### config.mk
export PLATFORM = sky130hd
export DESIGN_NAME = load_store_unit
export DESIGN_NICKNAME = d
export VERILOG_FILES = /design/src/rtl/load_store_unit.sv
export SDC_FILE = /design/constraint.sdc
export NUM_CORES = 1
export LEC_CHECK = 0
export CELL_PAD_IN_SITES_DETAIL_PLACEMENT = 1
export CELL_PAD_IN_SITES_GLOBAL_PLACEMENT = 2
export CORE_ASPECT_RATIO = 0.5
export CORE_MARGIN = 3
export CORE_UTILIZATION = 25
export DETAILED_ROUTE_END_ITERATION = 7
export PLACE_DENSITY_LB_ADDON = 0.1
export REMOVE_ABC_BUFFERS = 1
export SYNTH_ARGS = -nofsm -noshare
export SYNTH_HDL_FRONTEND = slang
export SYNTH_SLANG_ARGS = --single-unit
### constraint.sdc
create_clock -name clk_i -period 6.1 [get_ports clk_i]
set_input_delay 0.61 -clock clk_i [delete_from_list [all_inputs] [get_ports clk_i]]
set_output_delay 0.61 -clock clk_i [all_outputs]
set_load 0.05 [all_outputs]
### src/rtl/load_store_unit.sv
// Load/store unit between a CPU and a word-wide data memory: handles byte/half/word
// accesses, sign/zero extension, alignment and range errors, and read-modify-write for sub-word stores.
module load_store_unit #(
  parameter int unsigned MEM_BYTES = 128
) (
  input  logic        clk_i,
  input  logic        rst_i,
  input  logic        req_i,
  input  logic        we_i,
  input  logic [1:0]  size_i,
  input  logic        sign_i,
  input  logic [31:0] addr_i,
  input  logic [31:0] wdata_i,
  output logic        busy_o,
  output logic        done_o,
  output logic        err_o,
  output logic [31:0] rdata_o,
  output logic [31:0] mem_addr_o,
  output logic [31:0] mem_wdata_o,
  output logic        mem_read_o,
  output logic        mem_write_o,
  input  logic [31:0] mem_rdata_i
);

  typedef enum logic [2:0] {IDLE, LOAD, STORE, RMW_RD, RMW_WR, DONE} state_t;

  state_t      state_q, state_d;
  logic [31:0] addr_q, addr_d, wdata_q, wdata_d, word_q, word_d, rdata_q, rdata_d;
  logic [1:0]  size_q, size_d;
  logic        we_q, we_d, sign_q, sign_d;
  logic        busy_q, busy_d, done_q, done_d, err_q, err_d;
  logic        mem_read_q, mem_read_d, mem_write_q, mem_write_d;
  logic [31:0] mem_addr_q, mem_addr_d, mem_wdata_q, mem_wdata_d;

  // Misalignment, reserved size, or access running past the end of memory (33-bit sum avoids wrap).
  function automatic logic access_err(input logic [31:0] a, input logic [1:0] sz);
    logic [32:0] last;
    logic        e;
    e    = 1'b0;
    last = {1'b0, a};
    case (sz)
      2'b00:   last = {1'b0, a} + 33'd1;
      2'b01:   begin last = {1'b0, a} + 33'd2; e = a[0]; end
      2'b10:   begin last = {1'b0, a} + 33'd4; e = |a[1:0]; end
      default: e = 1'b1;
    endcase
    if (last > 33'(MEM_BYTES)) e = 1'b1;
    return e;
  endfunction

  function automatic logic [31:0] load_ext(input logic [31:0] w, input logic [1:0] a,
                                           input logic [1:0] sz, input logic sg);
    logic [7:0]  b;
    logic [15:0] h;
    logic [31:0] r;
    case (a)
      2'd0:    b = w[7:0];
      2'd1:    b = w[15:8];
      2'd2:    b = w[23:16];
      default: b = w[31:24];
    endcase
    h = a[1] ? w[31:16] : w[15:0];
    case (sz)
      2'b00:   r = {{24{sg & b[7]}}, b};
      2'b01:   r = {{16{sg & h[15]}}, h};
      default: r = w;
    endcase
    return r;
  endfunction

  function automatic logic [31:0] merge(input logic [31:0] w, input logic [1:0] a,
                                        input logic [1:0] sz, input logic [31:0] d);
    logic [31:0] r;
    r = w;
    if (sz == 2'b00) begin
      case (a)
        2'd0:    r[7:0]   = d[7:0];
        2'd1:    r[15:8]  = d[7:0];
        2'd2:    r[23:16] = d[7:0];
        default: r[31:24] = d[7:0];
      endcase
    end else if (sz == 2'b01) begin
      if (a[1]) r[31:16] = d[15:0];
      else      r[15:0]  = d[15:0];
    end else begin
      r = d;
    end
    return r;
  endfunction

  always_comb begin
    state_d = state_q;
    addr_d  = addr_q;
    we_d    = we_q;
    size_d  = size_q;
    sign_d  = sign_q;
    wdata_d = wdata_q;
    word_d  = word_q;
    rdata_d = rdata_q;
    err_d   = 1'b0;
    case (state_q)
      IDLE: begin
        if (req_i) begin
          addr_d  = addr_i;
          we_d    = we_i;
          size_d  = size_i;
          sign_d  = sign_i;
          wdata_d = wdata_i;
          if (access_err(addr_i, size_i)) begin
            state_d = DONE;
            err_d   = 1'b1;
          end else if (!we_i)          state_d = LOAD;
          else if (size_i == 2'b10)    state_d = STORE;
          else                         state_d = RMW_RD;
        end
      end
      LOAD: begin
        rdata_d = load_ext(mem_rdata_i, addr_q[1:0], size_q, sign_q);
        state_d = DONE;
      end
      STORE:   state_d = DONE;
      RMW_RD: begin
        word_d  = mem_rdata_i;
        state_d = RMW_WR;
      end
      RMW_WR:  state_d = DONE;
      DONE:    state_d = IDLE;
      default: state_d = IDLE;
    endcase

    // Outputs are decoded from the next state so they appear registered in that state.
    busy_d      = (state_d != IDLE);
    done_d      = (state_d == DONE);
    mem_read_d  = (state_d == LOAD) || (state_d == RMW_RD);
    mem_write_d = (state_d == STORE) || (state_d == RMW_WR);
    mem_addr_d  = (state_d inside {LOAD, STORE, RMW_RD, RMW_WR}) ? {addr_d[31:2], 2'b00} : '0;
    if (state_d == STORE)       mem_wdata_d = wdata_d;
    else if (state_d == RMW_WR) mem_wdata_d = merge(word_d, addr_d[1:0], size_d, wdata_d);
    else                        mem_wdata_d = '0;
  end

  always_ff @(posedge clk_i or negedge rst_i) begin
    if (!rst_i) begin
      state_q     <= IDLE;
      addr_q      <= '0;
      we_q        <= 1'b0;
      size_q      <= '0;
      sign_q      <= 1'b0;
      wdata_q     <= '0;
      word_q      <= '0;
      rdata_q     <= '0;
      busy_q      <= 1'b0;
      done_q      <= 1'b0;
      err_q       <= 1'b0;
      mem_read_q  <= 1'b0;
      mem_write_q <= 1'b0;
      mem_addr_q  <= '0;
      mem_wdata_q <= '0;
    end else begin
      state_q     <= state_d;
      addr_q      <= addr_d;
      we_q        <= we_d;
      size_q      <= size_d;
      sign_q      <= sign_d;
      wdata_q     <= wdata_d;
      word_q      <= word_d;
      rdata_q     <= rdata_d;
      busy_q      <= busy_d;
      done_q      <= done_d;
      err_q       <= err_d;
      mem_read_q  <= mem_read_d;
      mem_write_q <= mem_write_d;
      mem_addr_q  <= mem_addr_d;
      mem_wdata_q <= mem_wdata_d;
    end
  end

  assign busy_o      = busy_q;
  assign done_o      = done_q;
  assign err_o       = err_q;
  assign rdata_o     = rdata_q;
  assign mem_addr_o  = mem_addr_q;
  assign mem_wdata_o = mem_wdata_q;
  assign mem_read_o  = mem_read_q;
  assign mem_write_o = mem_write_q;

endmodule

==> metrics.md <==
| Metric | Value |
|---|---|
| Logic pwr share | `45.5%` |
| Kind of critical path | `in -> reg` |
| Yosys warns | `0` |
| Worst Path Arrival | `slightly below 5 ns` |
| Clock buffers created by TritonCTS | `17` |
| Synthesis-stage register bit count | `around 190` |
| EDFF count, synth | `0` |
| Placer congestion estimate | `0.898` |
| Worst reg2reg path depth | `9` |
| Area leader, netlist | `dfrtp_1` |
| Die footprint | `~43,000 sq um` |
| Critical Path Start Type | `primary input` |
| HP Class | `in -> async` |
| Max Fclk | `~0.23 GHz` |
| Synth unique cells | `75` |
| Clock network latency to the later pin of the worst-skew pair | `between 0.4 and 0.5 ns` |
| CP Capture Type | `register` |
| Worst Hold Slack | `0.172 ns` |
| Fin crit share | `between 70 and 80%` |
| Standard-cell rows | `51` |
| Total Routing Usage GR | `between 20% and 30%` |
| MaxCap Viol Count | `0` |
| Top FF cell, synth | `dfrtp_1` |
| First-pass GRT wire length | `around 69,000 um` |
| N_diodes | `0` |
| Io pins | `~200` |
| Area share of the largest cell type after synthesis | `between 40% and 50%` |
| Post-synth top cells | `nand2_1 (273), dfrtp_1 (185), nor2_1 (82), a21oi_1 (79)` |
| Slew Limit Fails | `0` |
| Total power | `approximately 5.4 mW` |
| # port buffers | `201` |
| Area Growth Syn to Fin | `31.0%` |
| CP startpoint | `addr_i[2]` |
| Proportion of layout cells with a drive suffix above 1 | `6.69%` |
| Detailed Place HPWL | `between 30,000 and 40,000 um` |
| Clk sink count | `~190` |
| Hold-fix buffers, CTS | `0` |
| Root Driver | `clkbuf_16` |
| Async set-reset flop share out of synthesis | `100%` |
| Static Leak | `about 5.7 nW` |
| Crit path required time | `around 6.5 ns` |
| DR iter-0 viols | `approximately 530` |
| Power Density | `approximately 400 nW/um^2` |
| RSZ-0062 raised after global routing | `no` |
| 1st-pass router iterations | `5` |
| Die W | `291 um` |
| Largest net degree at the start of global routing | `70` |
| R2r endpoint | `mem_wdata_o[29]` |
| Largest cells by area after synthesis | `dfrtp_1 (46%), nand2_1 (10%), a21oi_1 (3.9%), mux2i_1 (3.5%), o21ai_0 (3.4%)` |
| Psw | `2.47 mW` |
| CP top delay family | `simple AND/OR/NAND/NOR gates` |
| Slowest stage delay, CP | `between 0.7 and 0.8 ns` |
| CTS tree | `done` |
| Syn Area/Cell | `roughly 8.4 sq um` |
| Status | `complete, no violations` |
| Relative slew slack | `26.3%` |
| Worst-path cell chain | `clkdlybuf4s50_1 -> ha_1 -> nand3_1 -> nor4_1 -> a31oi_1 -> a2111oi_0 -> a2111oi_0 -> buf_4 -> a31o_2 -> nor3_2 -> buf_4 -> nand2_2 -> o22ai_1` |
| Post-CTS Setup Inserts | `0` |
| CP Max Fanout | `20` |
| VDD IR max | `~0.21 mV` |
| Fin crit period | `between 4 and 5 ns` |
| Reg2Reg Setup Slack | `around 2.6 ns` |
| Sw Ratio | `between 40% and 50%` |
| Sequential area share after synthesis | `a little under half` |
| Final ANT Viol Nets | `0` |
| Worst r2r src | `addr_q[1]` |
| CP max stage cell | `clkdlybuf4s50_1` |
| Worst Clk Skew | `around 0.018 ns` |
| Clk slew on worst S/H paths | `0.09 ns` |
| Fin cells | `approximately 1,900` |
| Hold Vio Cnt, Final | `0` |
| Crit path buf inv count | `3` |
| Initial Utilization | `around 26%` |
| Maximum clock path buffer count | `2` |
| Internal Power | `roughly 2.9 mW` |
| Vias per cell | `between 5 and 6` |
| Total Wirelength | `approximately 44,000 um` |
| Placed cell count | `~1,900` |
| Initial antenna violation count | `0` |
| Final setup viols | `0` |
| H-tree depth | `4` |
| Worst Tran Pin Value | `1.10 ns` |
| Total Nets Final | `1,470` |
| GRT Residual Overflow | `0` |
| Reg power frac | `32.4%` |
| Most frequent cell after synthesis | `nand2_1` |
| DRC | `0` |
| DR WL/cell | `~23 um` |
| Vias in the first global route | `~10,000` |
| Via count of the routed design | `9,750` |
| Die height | `between 100 and 150 um` |
| Synthesized instance count | `between 1,000 and 1,500` |
| Clk pwr share | `between 20 and 25%` |
| Core Area | `a little under 40,000 sq um` |
| Synthesized area | `around 10,000 sq um` |
| Post_cts resized | `0` |
[area by class of cell]
type,count,area (sq um)
fill,4593,26200
multi-input combinational,887,5000
sequential,185,4630
timing repair buffer,231,2240
tap,530,663
clock buffer,18,439
clock inverter,14,173
inverter,41,154
[layout by cell type, fill, tap and decap left out, drive strengths merged, types with 3 or more instances in the layout]
cell type	instances
a2111oi	4
a211oi	5
a21boi	6
a21oi	79
a221o	8
a221oi	14
a22oi	9
a31oi	14
and2	27
and3	10
and4	5
buf	30
clkbuf	19
clkdlybuf4s50	200
clkinv	8
dfrtp	185
ha	4
inv	47
mux2i	35
nand2	275
nand2b	4
nand3	29
nand3b	6
nand4	30
nor2	82
nor2b	5
nor3	27
nor4	20
nor4b	4
o211ai	4
o21ai	73
o22ai	24
o31a	4
o31ai	7
o32ai	4
or3	7
or4	3
xnor2	13
xor2	8
[worst reg2reg max path, stage by stage, from the launching register on]
cell	delay (ns)
dfrtp_1	0.76
inv_1	0.34
nor2_1	0.25
a21oi_1	0.14
buf_4	0.27
nor2_1	0.78
o21ai_0	0.22
a221oi_1	0.44
a21oi_1	0.13
nor2_1	0.11
[sequential cells by signal, indices dropped and copies added, names as in the netlist]
signal       flops
addr_q          32
mem_wdata_o     32
rdata_o         32
wdata_q         32
mem_addr_o      30
word_q          16
state_q          3
size_q           2
busy_o           1
done_o           1
err_o            1
mem_read_o       1
mem_write_o      1
sign_q           1
[power by group through the flow]
stage	Sequential (mW)	Combinational [mW]	Clock, mW
after CTS	1.74	2.47	1.23
after global placement	1.75	2.41	0
after floorplan	2.15	1.13	0
final	1.74	2.43	1.18
after global routing	1.78	2.70	1.28
after detailed placement	1.76	2.46	0
[kinds of logic after synthesis]
kind of cell               synth area share (%)
adders and majority gates                 0.493
buffers and inverters                      5.30
DFF                                        45.6
muxes                                      3.56
other                                    0.0369
xor gates and xnor gates                   1.81
AOI/OAI and AO/OA                          18.3
and+or+nand+nor                            24.9
[how the worst max path moves through the flow]
stage / endpoint / depth (start not counted)
global route: mem_wdata_o[0] / 13
floorplan: mem_wdata_o[16] / 9
global placement: mem_addr_o[2] / 11
CTS: mem_wdata_o[2] / 11
detailed placement: mem_wdata_o[19] / 11
finish: mem_wdata_o[3] / 13
[layer usage]
layer,routed length [um],up-vias,global-route usage [%]
met4,617,0,5.03
met2,21700,155,35.6
met3,1050,31,2.46
met1,20900,5016,28.1
met5,0,-,0
li1,-,4548,-
[stage by stage]
step	TNS, ns	cell area (sq um)	worst slack [ns]	utilization (%)
after floorplan	-187.59	9770	-3.78	-
after CTS	0	13300	1.71	33.7
after detailed placement	0	12700	1.23	32.1
after global routing	0	13300	1.29	33.7
after global placement	0	12700	1.23	32.1
final	0	13300	1.66	33.7
(Power assumes the default switching activity.)
